[config.mk]
export PLATFORM = sky130hd
export DESIGN_NAME = multicycle_controller
export DESIGN_NICKNAME = d
export VERILOG_FILES = /design/src/rtl/multicycle_controller.sv
export SDC_FILE = /design/constraint.sdc
export NUM_CORES = 1
export LEC_CHECK = 0
export ABC_AREA = 1
export CORE_MARGIN = 3
export CORE_UTILIZATION = 39
export DETAILED_ROUTE_END_ITERATION = 6
export GPL_ROUTABILITY_DRIVEN = 0
export PLACE_DENSITY = 0.8
export SLEW_MARGIN = 0
export SYNTH_ARGS = -nofsm -noshare
export SYNTH_HDL_FRONTEND = slang
export SYNTH_SLANG_ARGS = --single-unit
[constraint.sdc]
create_clock -name Clk -period 1.7 [get_ports Clk]
set_input_delay 0.255 -clock Clk [delete_from_list [all_inputs] [get_ports Clk]]
set_output_delay 0.255 -clock Clk [all_outputs]
set_load 0.05 [all_outputs]
[src/rtl/multicycle_controller.sv]
`default_nettype none
// +--------------------------------------------------------------------------+
// | Module      : multicycle_controller                                      |
// | Description : Moore-style multi-cycle control FSM for the MIPS datapath. |
// |               Sequences each instruction through fetch, decode, execute, |
// |               memory and writeback. Memory states wait on MemReady with  |
// |               a bounded timeout; illegal opcodes and timeouts enter a    |
// |               sticky FAULT state that only Rst leaves.                   |
// | Option      : `define JUMP_EN builds the JUMP state (opcode 000010);     |
// |               without it that opcode is treated as illegal.              |
// | Ports       : Clk, Rst (sync, active-high), Instruction[31:0] (only      |
// |               [31:26] decoded), MemReady; datapath controls PCWrite,     |
// |               PCWriteCond, IorD, MemRead, MemWrite, IRWrite, MemtoReg,   |
// |               RegDst, RegWrite, ALUSrcA, ALUSrcB[1:0], ALUOp[1:0],       |
// |               PCSource[1:0]; debug State[3:0], Fault, FaultCode[1:0].    |
// | Revision    : 1.0 - initial release                                      |
// +--------------------------------------------------------------------------+
module multicycle_controller #(
  parameter int MEM_WAIT_MAX = 15  // legal range 1..255
) (
  input  logic        Clk,
  input  logic        Rst,
  input  logic [31:0] Instruction,
  input  logic        MemReady,
  output logic        PCWrite,
  output logic        PCWriteCond,
  output logic        IorD,
  output logic        MemRead,
  output logic        MemWrite,
  output logic        IRWrite,
  output logic        MemtoReg,
  output logic        RegDst,
  output logic        RegWrite,
  output logic        ALUSrcA,
  output logic [1:0]  ALUSrcB,
  output logic [1:0]  ALUOp,
  output logic [1:0]  PCSource,
  output logic [3:0]  State,
  output logic        Fault,
  output logic [1:0]  FaultCode
);

  typedef enum logic [3:0] {
    S_FETCH     = 4'd0,
    S_DECODE    = 4'd1,
    S_MEM_ADDR  = 4'd2,
    S_MEM_READ  = 4'd3,
    S_MEM_WB    = 4'd4,
    S_MEM_WRITE = 4'd5,
    S_R_EXEC    = 4'd6,
    S_R_WB      = 4'd7,
    S_BRANCH    = 4'd8,
`ifdef JUMP_EN
    S_JUMP      = 4'd9,
`endif
    S_I_EXEC    = 4'd10,
    S_I_WB      = 4'd11,
    S_FAULT     = 4'd15
  } state_t;

  localparam logic [5:0] c_OP_RTYPE = 6'b000000;
  localparam logic [5:0] c_OP_LW    = 6'b100011;
  localparam logic [5:0] c_OP_SW    = 6'b101011;
  localparam logic [5:0] c_OP_BEQ   = 6'b000100;
  localparam logic [5:0] c_OP_ADDI  = 6'b001000;
`ifdef JUMP_EN
  localparam logic [5:0] c_OP_J     = 6'b000010;
`endif

  localparam logic [1:0] c_FC_NONE    = 2'b00;
  localparam logic [1:0] c_FC_ILLEGAL = 2'b01;
  localparam logic [1:0] c_FC_TIMEOUT = 2'b10;

  localparam logic [7:0] c_WAIT_MAX = MEM_WAIT_MAX[7:0];

  state_t      r_state;
  state_t      w_next_state;
  logic [7:0]  r_wait_cnt;
  logic [1:0]  r_fault_code;
  logic [1:0]  w_next_fault_code;
  logic        r_is_store;   // lw/sw captured in DECODE; Instruction is not trusted later
  logic        w_mem_state;
  logic        w_next_mem;
  logic        w_timeout;
  logic        w_cnt_clear;
  logic        w_cnt_inc;
  logic [5:0]  w_opcode;
  logic        w_unused_instr;

  assign w_opcode       = Instruction[31:26];
  assign w_unused_instr = ^Instruction[25:0];

  assign w_mem_state = (r_state == S_FETCH) || (r_state == S_MEM_READ) || (r_state == S_MEM_WRITE);
  assign w_next_mem  = (w_next_state == S_FETCH) || (w_next_state == S_MEM_READ) ||
                       (w_next_state == S_MEM_WRITE);
  // Ready has priority: the timeout only fires when the access has not completed.
  assign w_timeout   = w_mem_state && !MemReady && (r_wait_cnt == c_WAIT_MAX);
  // Clear only on a real entry; staying in a waiting state must keep counting.
  assign w_cnt_clear = w_next_mem && (w_next_state != r_state);
  assign w_cnt_inc   = w_mem_state && !MemReady;

  always_ff @(posedge Clk) begin
    if (Rst) begin
      r_state      <= S_FETCH;
      r_wait_cnt   <= 8'd0;
      r_fault_code <= c_FC_NONE;
      r_is_store   <= 1'b0;
    end else begin
      r_state      <= w_next_state;
      r_fault_code <= w_next_fault_code;
      if (r_state == S_DECODE) begin
        r_is_store <= (w_opcode == c_OP_SW);
      end
      if (w_cnt_clear) begin
        r_wait_cnt <= 8'd0;
      end else if (w_cnt_inc) begin
        r_wait_cnt <= r_wait_cnt + 8'd1;
      end
    end
  end

  // Next-state logic
  always_comb begin
    w_next_state      = r_state;
    w_next_fault_code = r_fault_code;
    case (r_state)
      S_FETCH: begin
        if (MemReady) begin
          w_next_state = S_DECODE;
        end else if (w_timeout) begin
          w_next_state      = S_FAULT;
          w_next_fault_code = c_FC_TIMEOUT;
        end
      end
      S_DECODE: begin
        case (w_opcode)
          c_OP_RTYPE:      w_next_state = S_R_EXEC;
          c_OP_LW, c_OP_SW: w_next_state = S_MEM_ADDR;
          c_OP_BEQ:        w_next_state = S_BRANCH;
          c_OP_ADDI:       w_next_state = S_I_EXEC;
`ifdef JUMP_EN
          c_OP_J:          w_next_state = S_JUMP;
`endif
          default: begin
            w_next_state      = S_FAULT;
            w_next_fault_code = c_FC_ILLEGAL;
          end
        endcase
      end
      S_MEM_ADDR:  w_next_state = r_is_store ? S_MEM_WRITE : S_MEM_READ;
      S_MEM_READ, S_MEM_WRITE: begin
        if (MemReady) begin
          w_next_state = (r_state == S_MEM_READ) ? S_MEM_WB : S_FETCH;
        end else if (w_timeout) begin
          w_next_state      = S_FAULT;
          w_next_fault_code = c_FC_TIMEOUT;
        end
      end
      S_MEM_WB:    w_next_state = S_FETCH;
      S_R_EXEC:    w_next_state = S_R_WB;
      S_R_WB:      w_next_state = S_FETCH;
      S_BRANCH:    w_next_state = S_FETCH;
`ifdef JUMP_EN
      S_JUMP:      w_next_state = S_FETCH;
`endif
      S_I_EXEC:    w_next_state = S_I_WB;
      S_I_WB:      w_next_state = S_FETCH;
      S_FAULT:     w_next_state = S_FAULT;
      default:     w_next_state = S_FAULT;
    endcase
  end

  // Moore outputs; only FETCH looks at MemReady, to gate the IR/PC loads.
  always_comb begin
    PCWrite     = 1'b0;
    PCWriteCond = 1'b0;
    IorD        = 1'b0;
    MemRead     = 1'b0;
    MemWrite    = 1'b0;
    IRWrite     = 1'b0;
    MemtoReg    = 1'b0;
    RegDst      = 1'b0;
    RegWrite    = 1'b0;
    ALUSrcA     = 1'b0;
    ALUSrcB     = 2'b00;
    ALUOp       = 2'b00;
    PCSource    = 2'b00;
    case (r_state)
      S_FETCH: begin
        MemRead = 1'b1;
        ALUSrcB = 2'b01;
        IRWrite = MemReady;
        PCWrite = MemReady;
      end
      S_DECODE:    ALUSrcB = 2'b11;
      S_MEM_ADDR: begin
        ALUSrcA = 1'b1;
        ALUSrcB = 2'b10;
      end
      S_MEM_READ: begin
        MemRead = 1'b1;
        IorD    = 1'b1;
      end
      S_MEM_WB: begin
        RegWrite = 1'b1;
        MemtoReg = 1'b1;
      end
      S_MEM_WRITE: begin
        MemWrite = 1'b1;
        IorD     = 1'b1;
      end
      S_R_EXEC: begin
        ALUSrcA = 1'b1;
        ALUOp   = 2'b10;
      end
      S_R_WB: begin
        RegWrite = 1'b1;
        RegDst   = 1'b1;
      end
      S_BRANCH: begin
        ALUSrcA     = 1'b1;
        ALUOp       = 2'b01;
        PCWriteCond = 1'b1;
        PCSource    = 2'b01;
      end
`ifdef JUMP_EN
      S_JUMP: begin
        PCWrite  = 1'b1;
        PCSource = 2'b10;
      end
`endif
      S_I_EXEC: begin
        ALUSrcA = 1'b1;
        ALUSrcB = 2'b10;
        ALUOp   = 2'b00;
      end
      S_I_WB:      RegWrite = 1'b1;
      default: ;
    endcase
    // Reset overrides every write/request so an aborted instruction has no side effect.
    if (Rst) begin
      PCWrite     = 1'b0;
      PCWriteCond = 1'b0;
      IRWrite     = 1'b0;
      RegWrite    = 1'b0;
      MemRead     = 1'b0;
      MemWrite    = 1'b0;
    end
  end

  assign State     = r_state;
  assign Fault     = (r_state == S_FAULT);
  assign FaultCode = r_fault_code;

endmodule
`default_nettype wire

==> out/qor.yml, run 1 <==
status: "complete, no violations"
drt_first_pass_iters: 6
cts_tree: "built"
leakagePower_nw: 0.752
synth-edff-count: 0
yosysTopAreaCellShare: 0.278
core_um2: 2540
min_period_ps: 1640
maxCapViolCount: 0
antenna_found_initial: 0
power_density_nw_per_um2: 1770
clkTransAtPathRegs_ps: 80
hold_class: "flip-flop to flip-flop"
syn_nets: 203
netlist_instances: 167
drc: 0
initial_core_util: 0.425
holdBufCountCts: 0
dieArea_um2: 3440
whs_ps: 466
synth.area.top_cells: "dfxtp_1 28%, nor2_1 11%, nand2_1 8.3%"
pwr-share-comb: 0.748
rsz0062_at_grt: "yes"
dp_slack_ps: -272
worstPathArrival_ps: 1390
layout-drive-gt1-share: 0.379
num_vias: 1246
grt_max_degree: 10
cts_htree_levels: 1
place_area_um2: 1650
cp.required_ps: 1440
dp.cells: 231
vias_per_cell: 5.28
drt_iter0_markers: 35
finalNonFillerCells: 236
ys_types: 29
grt_pass1_wl_mm: 4.75
hold_viol: 0
cp_max_fo: 7
p_switching_mw: 1.62
die_width_um: 58.7
overflow: 0
setup_viol: 0
min_period_over_period: 0.967
cts_sinks: 15
max_freq_mhz: 608
synth-seq-cells: 15
ant_nets: 0
intPower_mw: 1.43
yosysWarnings: 0
final_area_um2: 1720
wl_per_cell_um: 12.1
layout.nets: 243
placementRows: 18
clock_latency_ps: 280
timing.final.ws_setup_ps: 55.9
seqPwrFrac: 0.186
rr_worst_depth: 9
synthFlopType: "dfxtp_1"
routed_wl_mm: 2.85
cts_buffers: 3
synth_most_common_cell: "nor2_1"
seq_area_frac_synth: 0.278
crit_type: "flip-flop to output pin"
die_h_um: 58.7
clockPowerShare: 0.067
hold_path_depth: 2
finalMaxSlewViolations: 0
switching_share: 0.531
area_delta_synth_final_pct: 58.9
cts-root-buf: "clkbuf_4"
grt_pass1_vias: 1130
io_pins: 58
hpwl_mm: 2.28
crit_path_end_kind: "output pin"
grtUsageTotal: 0.177
cts_buffer_depth: 2
synth_area_um2: 1080
critPathLaunchType: "flip-flop"
yosys-top-cells-count: "33 x nor2_1, 24 x nand2_1, 21 x inv_1"
clock_skew_ps: 2.03
postSynthAreaPerCell_um2: 6.47
setup.reg_to_reg.worst_slack_ps: 130
tns_ps: 0
antenna_cells: 0
synth_top_cell_by_area: "dfxtp_1"
postSynth.asyncResetShare: 0
ir_worst_vdd_mv: 1.25
port_buffers: 30
final cells by class:
class,count,area [um^2]
inverters,26,100
repair buffers,39,513
multi-input cells,122,728
flip-flops and latches,15,313
clock buffers,4,26.3
well taps,30,37.5
fillers,198,827
state kept, by name, indices dropped and copies added, names as in the netlist:
name,cells
FaultCode,2
r_is_store,1
r_wait_cnt,8
State,4
cells by family after synthesis:
logic type               after synthesis  synth area share
buffers and inverters                 30             0.117
adder cells (fa/ha/maj)                1            0.0116
flip-flops                            15             0.278
AND/OR/NAND/NOR                       94             0.438
AO/OA/AOI/OAI                         19            0.0961
XOR/XNOR                               7            0.0567
other                                  1           0.00347
routing by layer:
layer / wire, um / part of all wire / global-route usage
met1: 1160 / 0.41 / 0.189
met4: 80 / 0.028 / 0.0841
met2: 1440 / 0.50 / 0.337
met3: 165 / 0.058 / 0.0241
met5: 0 / 0 / 0
cell usage in the layout (no fill, tap or decap), drive strengths merged:
cell type / n
nor2: 40
buf: 31
nand2: 30
inv: 26
nand3: 18
dfxtp: 15
a21oi: 13
clkdlybuf4s50: 8
xor2: 4
clkbuf: 4
xnor2: 3
o21ai: 3
nor3: 3
nand4: 3
a31oi: 2
a211oi: 1
ha: 1
conb: 1
through the flow:
step	util	total power, mW
after floorplan	-	1.95
after global routing	0.675	3.22
after global placement	0.649	2.75
after CTS	0.663	3.01
after detailed placement	0.649	2.79
final	0.675	3.05
worst paths after layout:
check / start / endpoint
max: State[3]$_SDFF_PP0_ / RegWrite
min: FaultCode[1]$_SDFFE_PP0P_ / FaultCode[1]$_SDFFE_PP0P_
max reg2reg: State[2]$_SDFF_PP0_ / r_wait_cnt[6]$_SDFFE_PP0P_
min reg2reg: FaultCode[1]$_SDFFE_PP0P_ / FaultCode[1]$_SDFFE_PP0P_
what timing repair did:
action / 4_1_cts / 5_1_grt
pin swaps: 1 / 1
setup endpoints to repair: 5 / 14
resized for setup: 3 / 9
buffers inserted: 0 / 1
worst max-delay path, stage by stage (launching register included):
cell,delay (ps)
dfxtp_2,370
nor2_4,190
inv_2,110
a31oi_2,240
nor2_4,50
buf_12,140
power by group through the flow:
stage	combinational (mW)	clock, mW	sequential, mW
after floorplan	1.27	0	0.686
after global placement	2.21	0	0.547
after detailed placement	2.24	0	0.551
after CTS	2.26	0.207	0.547
after global routing	2.41	0.228	0.578
final	2.28	0.203	0.566
No activity file was read; power rests on OpenSTA's default activity.
==> inputs of run 2 (changes only) <==
--- a/config.mk
+++ b/config.mk
@@ -7,11 +7,11 @@
 export LEC_CHECK = 0
 export ABC_AREA = 1
 export CORE_MARGIN = 3
-export CORE_UTILIZATION = 39
+export CORE_UTILIZATION = 40
+export CTS_BUF_LIST = sky130_fd_sc_hd__clkbuf_4
 export DETAILED_ROUTE_END_ITERATION = 6
 export GPL_ROUTABILITY_DRIVEN = 0
-export PLACE_DENSITY = 0.8
-export SLEW_MARGIN = 0
+export PLACE_DENSITY = 0.82
 export SYNTH_ARGS = -nofsm -noshare
 export SYNTH_HDL_FRONTEND = slang
 export SYNTH_SLANG_ARGS = --single-unit
==> run 2 against run 1 <==
Net effect: via count decreased by 6.4%; non-clock buffer count up 7; hold slack worse by 1.0 ps; clock power increased by 9.9%; total power rose by 3.6%; clock skew about the same; core utilization up 3.2 points; design area rose by 3.9%; die area decreased by 2.3%; register-to-register slack got worse by 110 ps; worst setup slack got worse by 31 ps; largest power group unchanged.
==> out/qor.yml, run 2 (synthesis results as in run 1) <==
largest_register_ff_count: 8
clock_skew_ps: 2.09
rsz0062_at_grt: "yes"
layout-drive-gt1-share: 0.399
min_period_over_period: 0.986
slowest_stage: "dfxtp_4"
crit_type: "flip-flop to flip-flop"
antenna_cells: 0
max_stage_delay_ps: 420
mostFrequentLayoutCell: "nor2_1"
drt_first_pass_iters: 4
grt_pass1_vias: 1076
grt_pass1_wl_mm: 4.35
leakagePower_nw: 0.783
cp.required_ps: 1930
cts_tree: "built"
maxCapViolCount: 0
setup_viol: 0
ant_nets: 0
num_vias: 1166
clkTransAtPathRegs_ps: 80
cts_buffer_depth: 2
path_common_cell: "nand2_2"
power_density_nw_per_um2: 1770
hold_class: "flip-flop to flip-flop"
initial_core_util: 0.429
ir_worst_vdd_mv: 1.51
place_area_um2: 1670
hold_path_depth: 2
antenna_found_initial: 0
routed_wl_mm: 2.79
die_h_um: 58.0
hold_viol: 0
rr_worst_depth: 10
most-common-layout-cells: "25 x nor2_1, 22 x buf_4, 21 x nand2_1"
cts_htree_levels: 1
area_delta_synth_final_pct: 65.0
cts-root-buf: "clkbuf_4"
io_pins: 58
wl_per_cell_um: 11.5
port_buffers: 30
regMostFlops: "r_wait_cnt"
finalMaxSlewViolations: 0
layout.nets: 250
cts_buffers: 3
vias_per_cell: 4.80
critPathLaunchType: "flip-flop"
die_width_um: 58.0
max_freq_mhz: 597
grt_max_degree: 10
grtUsageTotal: 0.165
fin_total_pwr_mw: 3.15
path_cells: "nand2_2, clkinvlp_4, nand2_2, nand3_2, nand2_4, buf_4, nor2_2, nand3_1, xor2_1, a21oi_1"
min_period_ps: 1680
status: "complete, no violations"
overflow: 0
dieArea_um2: 3360
drc: 0
placementRows: 18
worstPathArrival_ps: 1910
final_area_um2: 1780
clock_latency_ps: 290
cts_sinks: 15
crit_path_end_kind: "flip-flop"
hpwl_mm: 2.08
drt_iter0_markers: 15
cp_max_fo: 8
core_um2: 2520
==> run 2: cell types whose count changed in the layout (fill, tap and decap cells not counted) <==
| cell | delta |
|---|---|
| nand2_2 | -1 |
| a31oi_2 | -1 |
| clkbuf_4 | +1 |
| clkinvlp_4 | +1 |
| a31oi_4 | +1 |
| inv_2 | -1 |
| buf_4 | +7 |
| nand2_1 | +1 |
| clkbuf_1 | -1 |
==> run 2: where the power goes <==
part / switching [mW] / internal (mW) / total [mW]
clock: 0.115 / 0.107 / 0.223
sequential: 0.119 / 0.439 / 0.558
combinational: 1.40 / 0.971 / 2.37
==> run 2: layer usage <==
layer	global-route usage	vias to the layer above	wire length [um]
li1	-	621	-
met1	0.180	513	1160
met2	0.310	25	1480
met3	0.0356	7	103
met4	0.0596	0	42
met5	0	-	0
==> run 2: repair_timing <==
action	4_1_cts	5_1_grt
resized for setup	5	7
pin swaps	1	2
setup endpoints to repair	4	13
buffers inserted	0	6
hold buffers	0	0
==> run 2: worst max-delay path: cells and delay by family (launching register included) <==
family	cells	cell delay (ps)
AOI/OAI and AO/OA	1	110
and+or+nand+nor	6	640
buffers and inverters	2	270
xor gates and xnor gates	1	170
DFF	1	420
==> run 2: worst paths after layout <==
kind                        startpoint                         end  slack [ps]
min          FaultCode[1]$_SDFFE_PP0P_   FaultCode[1]$_SDFFE_PP0P_         470
max reg2reg        State[0]$_SDFF_PP0_  r_wait_cnt[5]$_SDFFE_PP0P_          20
min reg2reg  FaultCode[1]$_SDFFE_PP0P_   FaultCode[1]$_SDFFE_PP0P_         470
max                State[0]$_SDFF_PP0_  r_wait_cnt[5]$_SDFFE_PP0P_          20
==> run 2: through the flow <==
stage	utilization	setup WS [ps]	hold WS (ps)	cells	setup TNS [ps]
floorplan	-	-41.9	427	167	-41.9
global placement	0.661	-202	452	233	-1610
detailed placement	0.661	-217	459	233	-1770
CTS	0.679	9.61	474	237	0
global route	0.707	-63.2	512	243	-217
finish	0.707	24.5	465	243	0
==> run 2: layout make-up <==
type / count / area (um^2)
Multi-Input combinational cell: 122 / 734
Fill cell: 198 / 738
Sequential cell: 15 / 313
Timing Repair Buffer: 46 / 566
Clock buffer: 4 / 30.0
Inverter: 26 / 104
Tap cell: 30 / 37.5
==> RTL change: new RTL, config.mk and constraints of run 2 <==
Build with the macro `JUMP_EN` defined.
--- a/src/rtl/multicycle_controller.sv
+++ b/src/rtl/multicycle_controller.sv
@@ -17,2 +17,4 @@
 // +--------------------------------------------------------------------------+
+`define JUMP_EN
+
 module multicycle_controller #(
Function: changed (a bounded check fails within 4 cycles, from zero or initial values and one cycle with Rst high).
==> RTL change against run 2 <==
- the run now ends with setup timing left
- core utilization increased by 8.7 points
- synthesized cell count rose by 17%
- sequential cell count is the same
- global-route usage rose by 4.5 points
- sequential share of layout area is 3.7 points lower
- worst setup slack got worse by 270 ps
- final area increased by 29%
- total power increased by 27%
- synthesized area is 17% higher
- clock skew decreased by 0.50 ps
- wire length grew 68%
- first-iteration DRC count increased to 6.1 times the old value
==> RTL change: results (changes against run 2) <==
[metrics] arrival time of the worst setup path: 2180 ps (+270 ps)
[metrics] sequential cell area fraction in the yosys report: 23.65% (-4.1 points)
[metrics] number of distinct standard cells referenced by the synthesized netlist: 31 (+6.9%)
[metrics] Port Buffers: 31 (+3.3%)
[metrics] Synth Net Count: 232 (+14%)
[metrics] commonest cells in the synthesized netlist: 36 x nand2_1, 32 x nor2_1, 23 x inv_1
[metrics] number of antenna repair diodes: 0 (unchanged)
[metrics] detailed-route wire length: 4690 um (+68%)
[metrics] post-route non-filler standard cell count: 307 (+26%)
[metrics] CP max stage delay: 390 ps (-30 ps)
[metrics] synthesized area divided by synthesized cell count: 6.479 um^2 (about the same)
[metrics] number of global-route vias before repair: 1,478 (+37%)
[metrics] clock skew: 1.584 ps (-0.5015 ps)
[metrics] fin nets: 302 (+21%)
[metrics] clock transition time at the flip-flop clock pins of the worst setup and hold paths: 90 ps
[metrics] HPWL after detailed placement: 2849 um (+37%)
[metrics] leakage: 1.068 nW (+36%)
[metrics] run status: finished with violations
[metrics] number of placed cells counting well taps: 293 (+26%)
[metrics] worst vdd ir: 0.001098 V (-27%)
[metrics] largest cells by area after synthesis: dfxtp_1 24%, nand2_1 11%, nor2_1 9.5%, inv_1 6.8%, nand3_1 5.5%
[metrics] fraction of final layout cells sized beyond drive strength 1: 55.47% (+16 points)
[metrics] worst skew pair latency: 290 ps (about the same)
[metrics] final setup fails: 15 (+15)
[metrics] global-route wire length before repair: 6727 um (+55%)
[metrics] Final Worst Setup Slack: -246.7 ps (-271.2 ps)
[metrics] violated checks: setup timing
[metrics] GRT Util Overall: 21.06% (+4.5 points)
[metrics] drt initial violations: 92 (+77)
RTL change: cell count changes after synthesis, sizes merged, moves of 3 or more:
cell   delta
a21oi     -7
nor2      +6
nand4     +3
inv       +5
nor3      -3
o21ai     +6
nand2    +15
RTL change: through the flow:
| step | worst slack [ps] | hold WS [ps] | setup TNS, ps | area [um^2] |
|---|---|---|---|---|
| final | -246.7 | 468.7 | -2147 | 2305 |
| after global routing | -331.8 | 497.5 | -3261 | 2305 |
| after CTS | -24.88 | 471.4 | -181.9 | 2167 |
| after detailed placement | -458.9 | 457.5 | -3850 | 2031 |
| after global placement | -374.1 | 465.9 | -3094 | 2031 |
| after floorplan | -73.63 | 444.7 | -564.3 | 1349 |
RTL change: final timing paths:
check / from / end / slack (ps) / cells past startpoint
max: State[3] / r_wait_cnt[4] / -250 / 12
min reg2reg: r_is_store / r_is_store / 470 / 2
max reg2reg: State[3] / r_wait_cnt[4] / -250 / 12
min: r_is_store / r_is_store / 470 / 2
RTL change: per-layer routing:
metal | track usage [%] | part of all wire (%) | wire length (um)
met1 | 26.67 | 42 | 1988
met2 | 34.95 | 46 | 2179
met3 | 5.225 | 6.8 | 318
met4 | 6.887 | 4.3 | 204
met5 | 0 | 0 | 0
RTL change: kinds of logic after synthesis:
logic type	share of synthesized area, %
AOI/OAI and AO/OA	9.262
xor gates and xnor gates	4.828
adders and majority gates	0.9851
buffers and inverters	11.53
DFF	23.65
muxes	0.7882
and+or+nand+nor	48.97
RTL change: power breakdown:
group	switching (mW)	internal [mW]
Clock	0.118	0.0875
Combinational	1.98	1.27
Sequential	0.120	0.429
Total	2.22	1.78
RTL change: timing repair:
action / CTS / global route
endpoints found under the setup margin: 14 / 19
setup buffers: 6 / 4
gates resized for setup: 30 / 24
pin swaps: 15 / 11
RTL change: worst max-delay path: cells and delay by family (launching register included):
family	cells	cell delay (ps)
flip-flops	1	390
AND/OR/NAND/NOR	10	1270
buffers and inverters	2	230
RTL change: layout make-up:
cell class / count / area (um^2)
clock buffers: 3 / 22.52
multi-input cells: 147 / 1046
flip-flops and latches: 15 / 317.8
fillers: 180 / 595.6
inverters: 30 / 115.1
well taps: 42 / 52.55
repair buffers: 69 / 745.7
clock inverters: 1 / 5.005
